`src/rtl/alu_serial_div.sv`:
```
// rtl/alu_serial_div.sv - multi-cycle restoring divider for ALU DIV/DIVU/REM/REMU
// Optional early termination on dividend magnitude: define ALU_DIV_EARLY_TERM_EN
module alu_serial_div #(
  parameter int WIDTH    = 32,
  parameter int OP_WIDTH = 7
) (
  input  logic                core_clk,
  input  logic                rst_n,
  input  logic                enable_i,
  input  logic [OP_WIDTH-1:0] operator_i,
  input  logic [WIDTH-1:0]    operand_a_i,
  input  logic [WIDTH-1:0]    operand_b_i,
  input  logic                ex_ready_i,
  output logic [WIDTH-1:0]    result_o,
  output logic                ready_o,
  output logic                busy_o
);

  localparam int CW = $clog2(WIDTH + 1);

  localparam logic [OP_WIDTH-1:0] ALU_DIVU = OP_WIDTH'(7'b0110000);
  localparam logic [OP_WIDTH-1:0] ALU_DIV  = OP_WIDTH'(7'b0110001);
  localparam logic [OP_WIDTH-1:0] ALU_REMU = OP_WIDTH'(7'b0110010);
  localparam logic [OP_WIDTH-1:0] ALU_REM  = OP_WIDTH'(7'b0110011);

  typedef enum logic [1:0] {
    S_IDLE,
    S_BUSY,
    S_DONE
  } state_e;

  state_e           state_q, state_d;
  logic [WIDTH-1:0] rem_q, rem_d;
  logic [WIDTH-1:0] quo_q, quo_d;
  logic [WIDTH-1:0] div_q, div_d;
  logic [WIDTH-1:0] result_q, result_d;
  logic [CW-1:0]    cnt_q, cnt_d;
  logic             is_rem_q, is_rem_d;
  logic             neg_quo_q, neg_quo_d;
  logic             neg_rem_q, neg_rem_d;

  logic             is_div_op, op_signed, op_rem, start;
  logic             a_neg, b_neg, div_zero, overflow, a_zero;
  logic [WIDTH-1:0] abs_a, abs_b, quo_init;
  logic [CW-1:0]    iter_cnt;

  logic [WIDTH:0]   trial;
  logic             trial_ge;
  logic [WIDTH-1:0] rem_step, quo_step;

  assign is_div_op = (operator_i == ALU_DIVU) || (operator_i == ALU_DIV) ||
                     (operator_i == ALU_REMU) || (operator_i == ALU_REM);
  assign op_signed = (operator_i == ALU_DIV)  || (operator_i == ALU_REM);
  assign op_rem    = (operator_i == ALU_REMU) || (operator_i == ALU_REM);
  assign start     = enable_i && is_div_op;

  assign a_neg    = op_signed && operand_a_i[WIDTH-1];
  assign b_neg    = op_signed && operand_b_i[WIDTH-1];
  assign abs_a    = a_neg ? -operand_a_i : operand_a_i;
  assign abs_b    = b_neg ? -operand_b_i : operand_b_i;
  assign div_zero = (operand_b_i == '0);
  assign overflow = op_signed && (operand_a_i == {1'b1, {(WIDTH-1){1'b0}}}) &&
                    (operand_b_i == '1);

`ifdef ALU_DIV_EARLY_TERM_EN
  // Pre-align the dividend so its top set bit enters the remainder on the first step.
  logic [CW-1:0] msb_idx;
  always_comb begin
    msb_idx = '0;
    for (int i = 0; i < WIDTH; i++) begin
      if (abs_a[i]) msb_idx = CW'(i);
    end
  end
  assign iter_cnt = msb_idx + CW'(1);
  assign quo_init = abs_a << (CW'(WIDTH - 1) - msb_idx);
  assign a_zero   = (abs_a == '0);
`else
  assign iter_cnt = CW'(WIDTH);
  assign quo_init = abs_a;
  assign a_zero   = 1'b0;
`endif

  // The trial value can exceed WIDTH bits for large unsigned divisors.
  assign trial    = {rem_q, quo_q[WIDTH-1]};
  assign trial_ge = (trial >= {1'b0, div_q});
  assign rem_step = trial_ge ? (trial[WIDTH-1:0] - div_q) : trial[WIDTH-1:0];
  assign quo_step = {quo_q[WIDTH-2:0], trial_ge};

  always_comb begin
    state_d   = state_q;
    rem_d     = rem_q;
    quo_d     = quo_q;
    div_d     = div_q;
    cnt_d     = cnt_q;
    is_rem_d  = is_rem_q;
    neg_quo_d = neg_quo_q;
    neg_rem_d = neg_rem_q;
    result_d  = result_q;
    ready_o   = 1'b1;
    busy_o    = 1'b0;

    unique case (state_q)
      S_IDLE: begin
        if (start) begin
          ready_o = 1'b0;
          if (div_zero) begin
            state_d  = S_DONE;
            result_d = op_rem ? operand_a_i : '1;
          end else if (overflow) begin
            state_d  = S_DONE;
            result_d = op_rem ? '0 : operand_a_i;
          end else if (a_zero) begin
            state_d  = S_DONE;
            result_d = '0;
          end else begin
            state_d   = S_BUSY;
            rem_d     = '0;
            quo_d     = quo_init;
            div_d     = abs_b;
            cnt_d     = iter_cnt;
            is_rem_d  = op_rem;
            neg_quo_d = a_neg ^ b_neg;
            neg_rem_d = a_neg;
          end
        end
      end
      S_BUSY: begin
        ready_o = 1'b0;
        busy_o  = 1'b1;
        rem_d   = rem_step;
        quo_d   = quo_step;
        cnt_d   = cnt_q - CW'(1);
        if (cnt_q == CW'(1)) begin
          state_d = S_DONE;
          if (is_rem_q) result_d = neg_rem_q ? -rem_step : rem_step;
          else          result_d = neg_quo_q ? -quo_step : quo_step;
        end
      end
      S_DONE: begin
        if (ex_ready_i) state_d = S_IDLE;
      end
      default: state_d = S_IDLE;
    endcase
  end

  always_ff @(posedge core_clk or negedge rst_n) begin
    if (!rst_n) begin
      state_q   <= S_IDLE;
      rem_q     <= '0;
      quo_q     <= '0;
      div_q     <= '0;
      cnt_q     <= '0;
      is_rem_q  <= 1'b0;
      neg_quo_q <= 1'b0;
      neg_rem_q <= 1'b0;
      result_q  <= '0;
    end else begin
      state_q   <= state_d;
      rem_q     <= rem_d;
      quo_q     <= quo_d;
      div_q     <= div_d;
      cnt_q     <= cnt_d;
      is_rem_q  <= is_rem_d;
      neg_quo_q <= neg_quo_d;
      neg_rem_q <= neg_rem_d;
      result_q  <= result_d;
    end
  end

  assign result_o = result_q;

endmodule

```
`config.mk`:
```
export PLATFORM = sky130hd
export DESIGN_NAME = alu_serial_div
export DESIGN_NICKNAME = d
export VERILOG_FILES = /design/src/rtl/alu_serial_div.sv
export SDC_FILE = /design/constraint.sdc
export NUM_CORES = 1
export LEC_CHECK = 0
export ABC_AREA = 1
export CAP_MARGIN = 15
export CORE_MARGIN = 3
export CORE_UTILIZATION = 55
export CTS_CLUSTER_SIZE = 16
export DETAILED_ROUTE_END_ITERATION = 16
export PLACE_DENSITY = 0.76
export SKIP_CTS_REPAIR_TIMING = 1
export SYNTH_ARGS = -nofsm -noshare
export SYNTH_HDL_FRONTEND = slang
export SYNTH_SLANG_ARGS = --single-unit
```
`constraint.sdc`:
```
create_clock -name core_clk -period 4.43 [get_ports core_clk]
set_clock_uncertainty 0.2 [all_clocks]
set_input_delay 0.886 -clock core_clk [delete_from_list [all_inputs] [get_ports core_clk]]
set_output_delay 0.886 -clock core_clk [all_outputs]
set_load 0.005 [all_outputs]
```
==> results.json, run 1 <==
{
  "syn_inst": 2007,
  "cpMaxStageDelayCell": "dfrtp_1",
  "fin_area_um2": 14610,
  "finalCriticalPeriod_ns": 4.170,
  "fin_util_pct": 65.70,
  "crit_type": "reg2reg",
  "max_freq_ghz": 0.2398,
  "syn_area_um2": 12670,
  "p_sw_share_pct": 56.26,
  "die_w_um": 157.8,
  "coreArea_um2": 22230,
  "overflow": 0,
  "grt_max_degree": 69,
  "cp-start-kind": "flop",
  "routed_wl_um": 43170,
  "yosys.area.top_type": "dfrtp_1",
  "p_sw_mw": 6.970,
  "ios": 109,
  "worst_slew_pin_slew_ns": 0.8437,
  "timing.rr.end": "result_o[28]$_DFFE_PN0P_",
  "seq_area_frac_synth_pct": 27.45,
  "wire_per_inst_um": 18.13,
  "p_comb_share_pct": 70.5,
  "firstDrtPassIters": 6,
  "setup_violations": 0,
  "worstPathMaxFanout": 6,
  "synth_edf_count": 0,
  "cts_buffers": 17,
  "drv_cap": 0,
  "regToRegStartpoint": "div_q[18]$_DFFE_PN0P_",
  "slowest_delay_ns": 0.36,
  "nets": 2204,
  "clock_sinks": 139,
  "post-route-drc-count": 0,
  "synth_most_common_cell": "nand2_1",
  "clk-insertion-delay-late_ns": 0.44,
  "hold_violations": 0,
  "synth_seq_cells": 139,
  "dp_hpwl_um": 32930,
  "vias": 13970,
  "synth.area.top_cells": "dfrtp_1 27%, nand2_1 17%, o21ai_0 7.2%",
  "arrival_ns": 4.30,
  "tritoncts": "yes",
  "clk_pin_slew_ns": 0.07,
  "dieArea_um2": 24900,
  "cts_root_buf": "clkbuf_16",
  "via_per_inst": 5.867,
  "drive_gt1_share_pct": 7.187,
  "io_buffers": 108,
  "grt_util_all_layers_pct": 34.32,
  "p_clk_share_pct": 11.6,
  "post-place-cells": 2348,
  "synth_top_area_share_pct": 27.45,
  "first_iter_violations": 1632,
  "synth_flop_cell": "dfrtp_1",
  "peakVddDrop_mv": 0.5594,
  "antennaDiodeCount": 0,
  "setup_ws_ns": 0.2599,
  "place_congestion": 0.9988,
  "syn_nets": 2122,
  "fp-row-count": 54,
  "p_int_mw": 5.419,
  "postRouteAntennaNets": 0,
  "crit_top_cell": "nand2_1",
  "die_y_um": 157.8,
  "status": "finished, final reports clean",
  "grt_pass1_vias": 12562,
  "start_util_pct": 57.01,
  "reg2reg_depth": 28,
  "final_cells": 2381,
  "seq_power_share_pct": 18.0,
  "cts_buffer_depth": 2,
  "pre_cts_slack_ns": 0.03799,
  "leakage_nw": 7.004,
  "yosysWarnings": 0,
  "area_growth_pct": 15.24,
  "fin_crit_sh_pct": 94.13,
  "fillers": 2135,
  "total_power_mw": 12.39,
  "reg2reg_slack_ns": 0.26,
  "drv_slew": 0,
  "place_area_um2": 14000,
  "hold_path.class": "in2async",
  "crit_required_ns": 4.56,
  "grt_pass1_wl_um": 67200,
  "slew_headroom_pct": 43.69,
  "antenna_found_initial": 0,
  "power_density_nw_per_um2": 848.3,
  "avgSynthCellArea_um2": 6.315,
  "ys_top_cells_by_count": "562 x nand2_1, 225 x inv_1, 200 x nor2_1",
  "ys_types": 54,
  "async_flop_share_pct": 100.0,
  "end_kind": "flop",
  "htreeDepth": 4
}
-- cell usage in the layout (no fill, tap or decap), types with 5 or more instances in the layout --
cell type,netlist,final
nand2_1,562,561
inv_1,225,224
nor2_1,200,196
o21ai_0,183,183
dfrtp_1,139,139
nand3_1,128,128
a21oi_1,124,124
clkdlybuf4s50_1,0,107
xor2_1,48,48
ha_1,39,38
nor3_1,31,30
xnor2_1,30,30
nand2_2,27,28
nand4_1,26,26
a22oi_1,26,26
buf_4,2,25
o22ai_1,19,19
clkbuf_16,0,17
nor2_2,12,15
inv_2,13,14
nor4_1,11,11
o21ai_1,10,10
a31oi_1,9,8
o211ai_1,8,8
nor2_4,6,7
o221ai_1,7,7
inv_6,0,5
-- stage by stage --
stage                     TNS (ns)  hold slack [ns]
final                            0           0.2518
after global routing      -0.07551           0.3000
after CTS                        0           0.2780
after detailed placement         0           0.2641
after global placement           0           0.2643
after floorplan                  0           0.2530
-- how the worst max path moves through the flow --
| stage | start | end | depth (start not counted) |
|---|---|---|---|
| final | div_q[18]$_DFFE_PN0P_ | result_o[28]$_DFFE_PN0P_ | 28 |
| after global routing | div_q[18]$_DFFE_PN0P_ | result_o[28]$_DFFE_PN0P_ | 30 |
| after CTS | div_q[18]$_DFFE_PN0P_ | result_o[28]$_DFFE_PN0P_ | 28 |
| after detailed placement | operand_b_i[0] | result_o[12]$_DFFE_PN0P_ | 17 |
| after global placement | operand_b_i[0] | result_o[12]$_DFFE_PN0P_ | 17 |
| after floorplan | rem_q[21]$_DFFE_PN0P_ | result_o[28]$_DFFE_PN0P_ | 30 |
-- area by class of cell --
| class | count | area (µm²) | area share [%] |
|---|---|---|---|
| multi-input cells | 1554 | 7971 | 54.58 |
| flip-flops and latches | 139 | 3478 | 23.82 |
| repair buffers | 136 | 1330 | 9.106 |
| inverters | 241 | 904.6 | 6.194 |
| clock buffers | 18 | 439.2 | 3.007 |
| well taps | 280 | 350.3 | 2.399 |
| clock inverters | 13 | 131.4 | 0.8995 |
-- power by group through the flow --
stage | combinational, mW | clock [mW] | sequential (mW)
floorplan | 6.21 | 0 | 2.09
global placement | 8.36 | 0 | 2.21
detailed placement | 8.48 | 0 | 2.22
CTS | 8.54 | 1.44 | 2.21
global route | 9.66 | 1.49 | 2.27
finish | 8.73 | 1.44 | 2.22
-- cells by family after synthesis --
logic type	synth area share (%)
xor+xnor	5.390
fa+ha+maj	4.324
simple gates	35.14
flops	27.45
compound gates	17.80
buf+inv	9.902
-- registers in the layout, indices dropped and copies added (netlist names) --
register	count
quo_q	32
state_q	2
neg_rem_q	1
is_rem_q	1
div_q	32
rem_q	32
cnt_q	6
result_o	32
neg_quo_q	1
-- routing by layer --
layer | wire length, µm | vias up | global-route usage, %
met5 | 0 | - | 0
li1 | - | 6729 | -
met3 | 4209 | 54 | 6.042
met4 | 679 | 0 | 6.612
met1 | 19000 | 6486 | 50.36
met2 | 19280 | 701 | 53.59
-- critical path, delay by kind of cell, from the launching register on --
| family | cells | cell delay (ns) |
|---|---|---|
| AO/OA/AOI/OAI | 2 | 0.22 |
| adder cells (fa/ha/maj) | 2 | 0.52 |
| buffers and inverters | 4 | 0.40 |
| flip-flops | 1 | 0.36 |
| AND/OR/NAND/NOR | 20 | 2.36 |
(Power assumes the default switching activity.)
==> inputs of run 2 (changes only) <==
--- a/config.mk
+++ b/config.mk
@@ -12,6 +12,7 @@
 export CTS_CLUSTER_SIZE = 16
 export DETAILED_ROUTE_END_ITERATION = 16
 export PLACE_DENSITY = 0.76
+export RECOVER_POWER = 25
 export SKIP_CTS_REPAIR_TIMING = 1
 export SYNTH_ARGS = -nofsm -noshare
 export SYNTH_HDL_FRONTEND = slang
==> run 2 against run 1 <==
Against the previous run:
- the flow now finishes with violations (max-capacitance violations, max-slew violations)
- register-to-register slack barely moved
- via count increased by 0.16%
- worst hold slack better by 0.028 ns
- first-iteration DRC count grew 2.8%
- flip-flop and latch count is the same
- maximum frequency fell by 0.31%
- global-route usage is the same
- sequential power is essentially flat
- clock power is essentially flat
- final area fell by 0.15%
- die area is the same
- routed wire length rose by 0.19%
- largest cell class unchanged
==> results.json, run 2 (same netlist as run 1, synthesis figures left out) <==
{
  "status": "finished with violations",
  "violations": "max-capacitance violations, max-slew violations",
  "grt_util_all_layers_pct": 34.32,
  "cts_buffers": 17,
  "post-route-drc-count": 0,
  "cpMaxStageDelayCell": "dfrtp_1",
  "grt_pass1_vias": 12562,
  "finalCriticalPeriod_ns": 4.183,
  "htreeDepth": 4,
  "worst_slew_pin_slew_ns": 1.811,
  "wl_met2_um": 19210,
  "postRouteAntennaNets": 0,
  "holdWs_ns": 0.2802,
  "cts_root_buf": "clkbuf_16",
  "wl_met1_um": 19180,
  "fin_util_pct": 65.61,
  "clock_sinks": 139,
  "die_y_um": 157.8,
  "die_w_um": 157.8,
  "io_buffers": 108,
  "crit_end": "result_o[28]$_DFFE_PN0P_",
  "dr_wl_met3_um": 4147,
  "regToRegStartpoint": "div_q[18]$_DFFE_PN0P_",
  "hold_violations": 0,
  "leakage_nw": 6.997,
  "end_kind": "flop",
  "hold_path.class": "reg2reg",
  "nets": 2204,
  "arrival_ns": 4.31,
  "drv_cap": 1,
  "clk_pin_slew_ns": 0.07,
  "drive_gt1_share_pct": 7.187,
  "multi_input_area_um2": 7971,
  "cts_buffer_depth": 2,
  "wire_per_inst_um": 18.17,
  "slew_headroom_pct": -20.76,
  "dp_hpwl_um": 32930,
  "grt_pass1_wl_um": 67200,
  "fin_crit_sh_pct": 94.42,
  "routed_wl_um": 43250,
  "tritoncts": "yes",
  "area_growth_pct": 15.08,
  "coreArea_um2": 22230,
  "place_congestion": 0.9988,
  "overflow": 0,
  "via_per_inst": 5.877,
  "vias": 13993,
  "drv_slew": 69,
  "start_util_pct": 57.01,
  "final_cell_mix": "561 x nand2_1, 224 x inv_1, 196 x nor2_1",
  "reg2reg_depth": 28,
  "crit_top_cell": "nand2_1",
  "final_cells": 2381,
  "register_area_um2": 3478,
  "fp-row-count": 54,
  "final_common_cell": "nand2_1",
  "power_density_nw_per_um2": 849.9,
  "post-place-cells": 2348,
  "dieArea_um2": 24900,
  "critPathLaunch": "div_q[18]$_DFFE_PN0P_",
  "peakVddDrop_mv": 0.5572,
  "fin_tns_setup_ns": 0,
  "first_iter_violations": 1677,
  "ios": 109,
  "fillers": 2135,
  "maxUsedRoutingLayer": "met4",
  "crit_type": "reg2reg",
  "timing.rr.end": "result_o[28]$_DFFE_PN0P_",
  "firstDrtPassIters": 7,
  "reg2reg_slack_ns": 0.25,
  "grt_max_degree": 69,
  "min_path_cells": 2,
  "max_freq_ghz": 0.2391,
  "setup_violations": 0,
  "total_power_mw": 12.40,
  "worstPathMaxFanout": 6,
  "clk-insertion-delay-late_ns": 0.44,
  "crit_required_ns": 4.56,
  "antenna_found_initial": 0,
  "antennaDiodeCount": 0,
  "cp-start-kind": "flop",
  "slowest_delay_ns": 0.36
}
[run 2: changes by cell type in the layout (fill, tap and decap cells not counted), sizes merged]
cell,previous run,this run
buf,29,27
clkbuf,18,20
[run 2: worst min-delay path by stage]
stage | start | slack, ns | end
floorplan | div_q[11]$_DFFE_PN0P_ | 0.25 | div_q[11]$_DFFE_PN0P_
global placement | result_o[15]$_DFFE_PN0P_ | 0.26 | result_o[15]$_DFFE_PN0P_
detailed placement | result_o[27]$_DFFE_PN0P_ | 0.26 | result_o[27]$_DFFE_PN0P_
CTS | rst_n | 0.28 | rem_q[25]$_DFFE_PN0P_
global route | result_o[21]$_DFFE_PN0P_ | 0.30 | result_o[21]$_DFFE_PN0P_
finish | result_o[21]$_DFFE_PN0P_ | 0.28 | result_o[21]$_DFFE_PN0P_
[run 2: cell type report]
type                    instances  area share (%)
clock buffers                  18           3.011
clock inverters                13          0.9008
inverters                     241           6.203
multi-input cells            1554           54.66
flip-flops and latches        139           23.85
well taps                     280           2.402
repair buffers                136           8.974
[run 2: critical path, delay by kind of cell (launching register included)]
kind	cells	cell delay, ns
AND/OR/NAND/NOR	20	2.35
adder cells (fa/ha/maj)	2	0.52
buffers and inverters	4	0.40
flip-flops	1	0.36
AO/OA/AOI/OAI	2	0.23
[run 2: through the flow]
step                      cell area [µm²]  setup slack [ns]
after floorplan                     12670            0.7002
after global placement              14000            0.1479
after detailed placement            14000           0.03799
after CTS                           14570            0.2378
after global routing                14580          -0.04631
final                               14580            0.2471
[run 2: routing by layer]
metal | GRT usage [%] | vias to the layer above
li1 | - | 6727
met1 | 50.36 | 6518
met2 | 53.59 | 691
met3 | 6.042 | 57
met4 | 6.612 | 0
met5 | 0 | -
[run 2: where the power goes]
part	total, mW	leakage [nW]	switching [mW]	internal, mW
clock	1.44	0.282	0.641	0.801
combinational	8.73	4.95	5.91	2.82
sequential	2.22	1.76	0.431	1.79
total	12.4	7.00	6.98	5.42
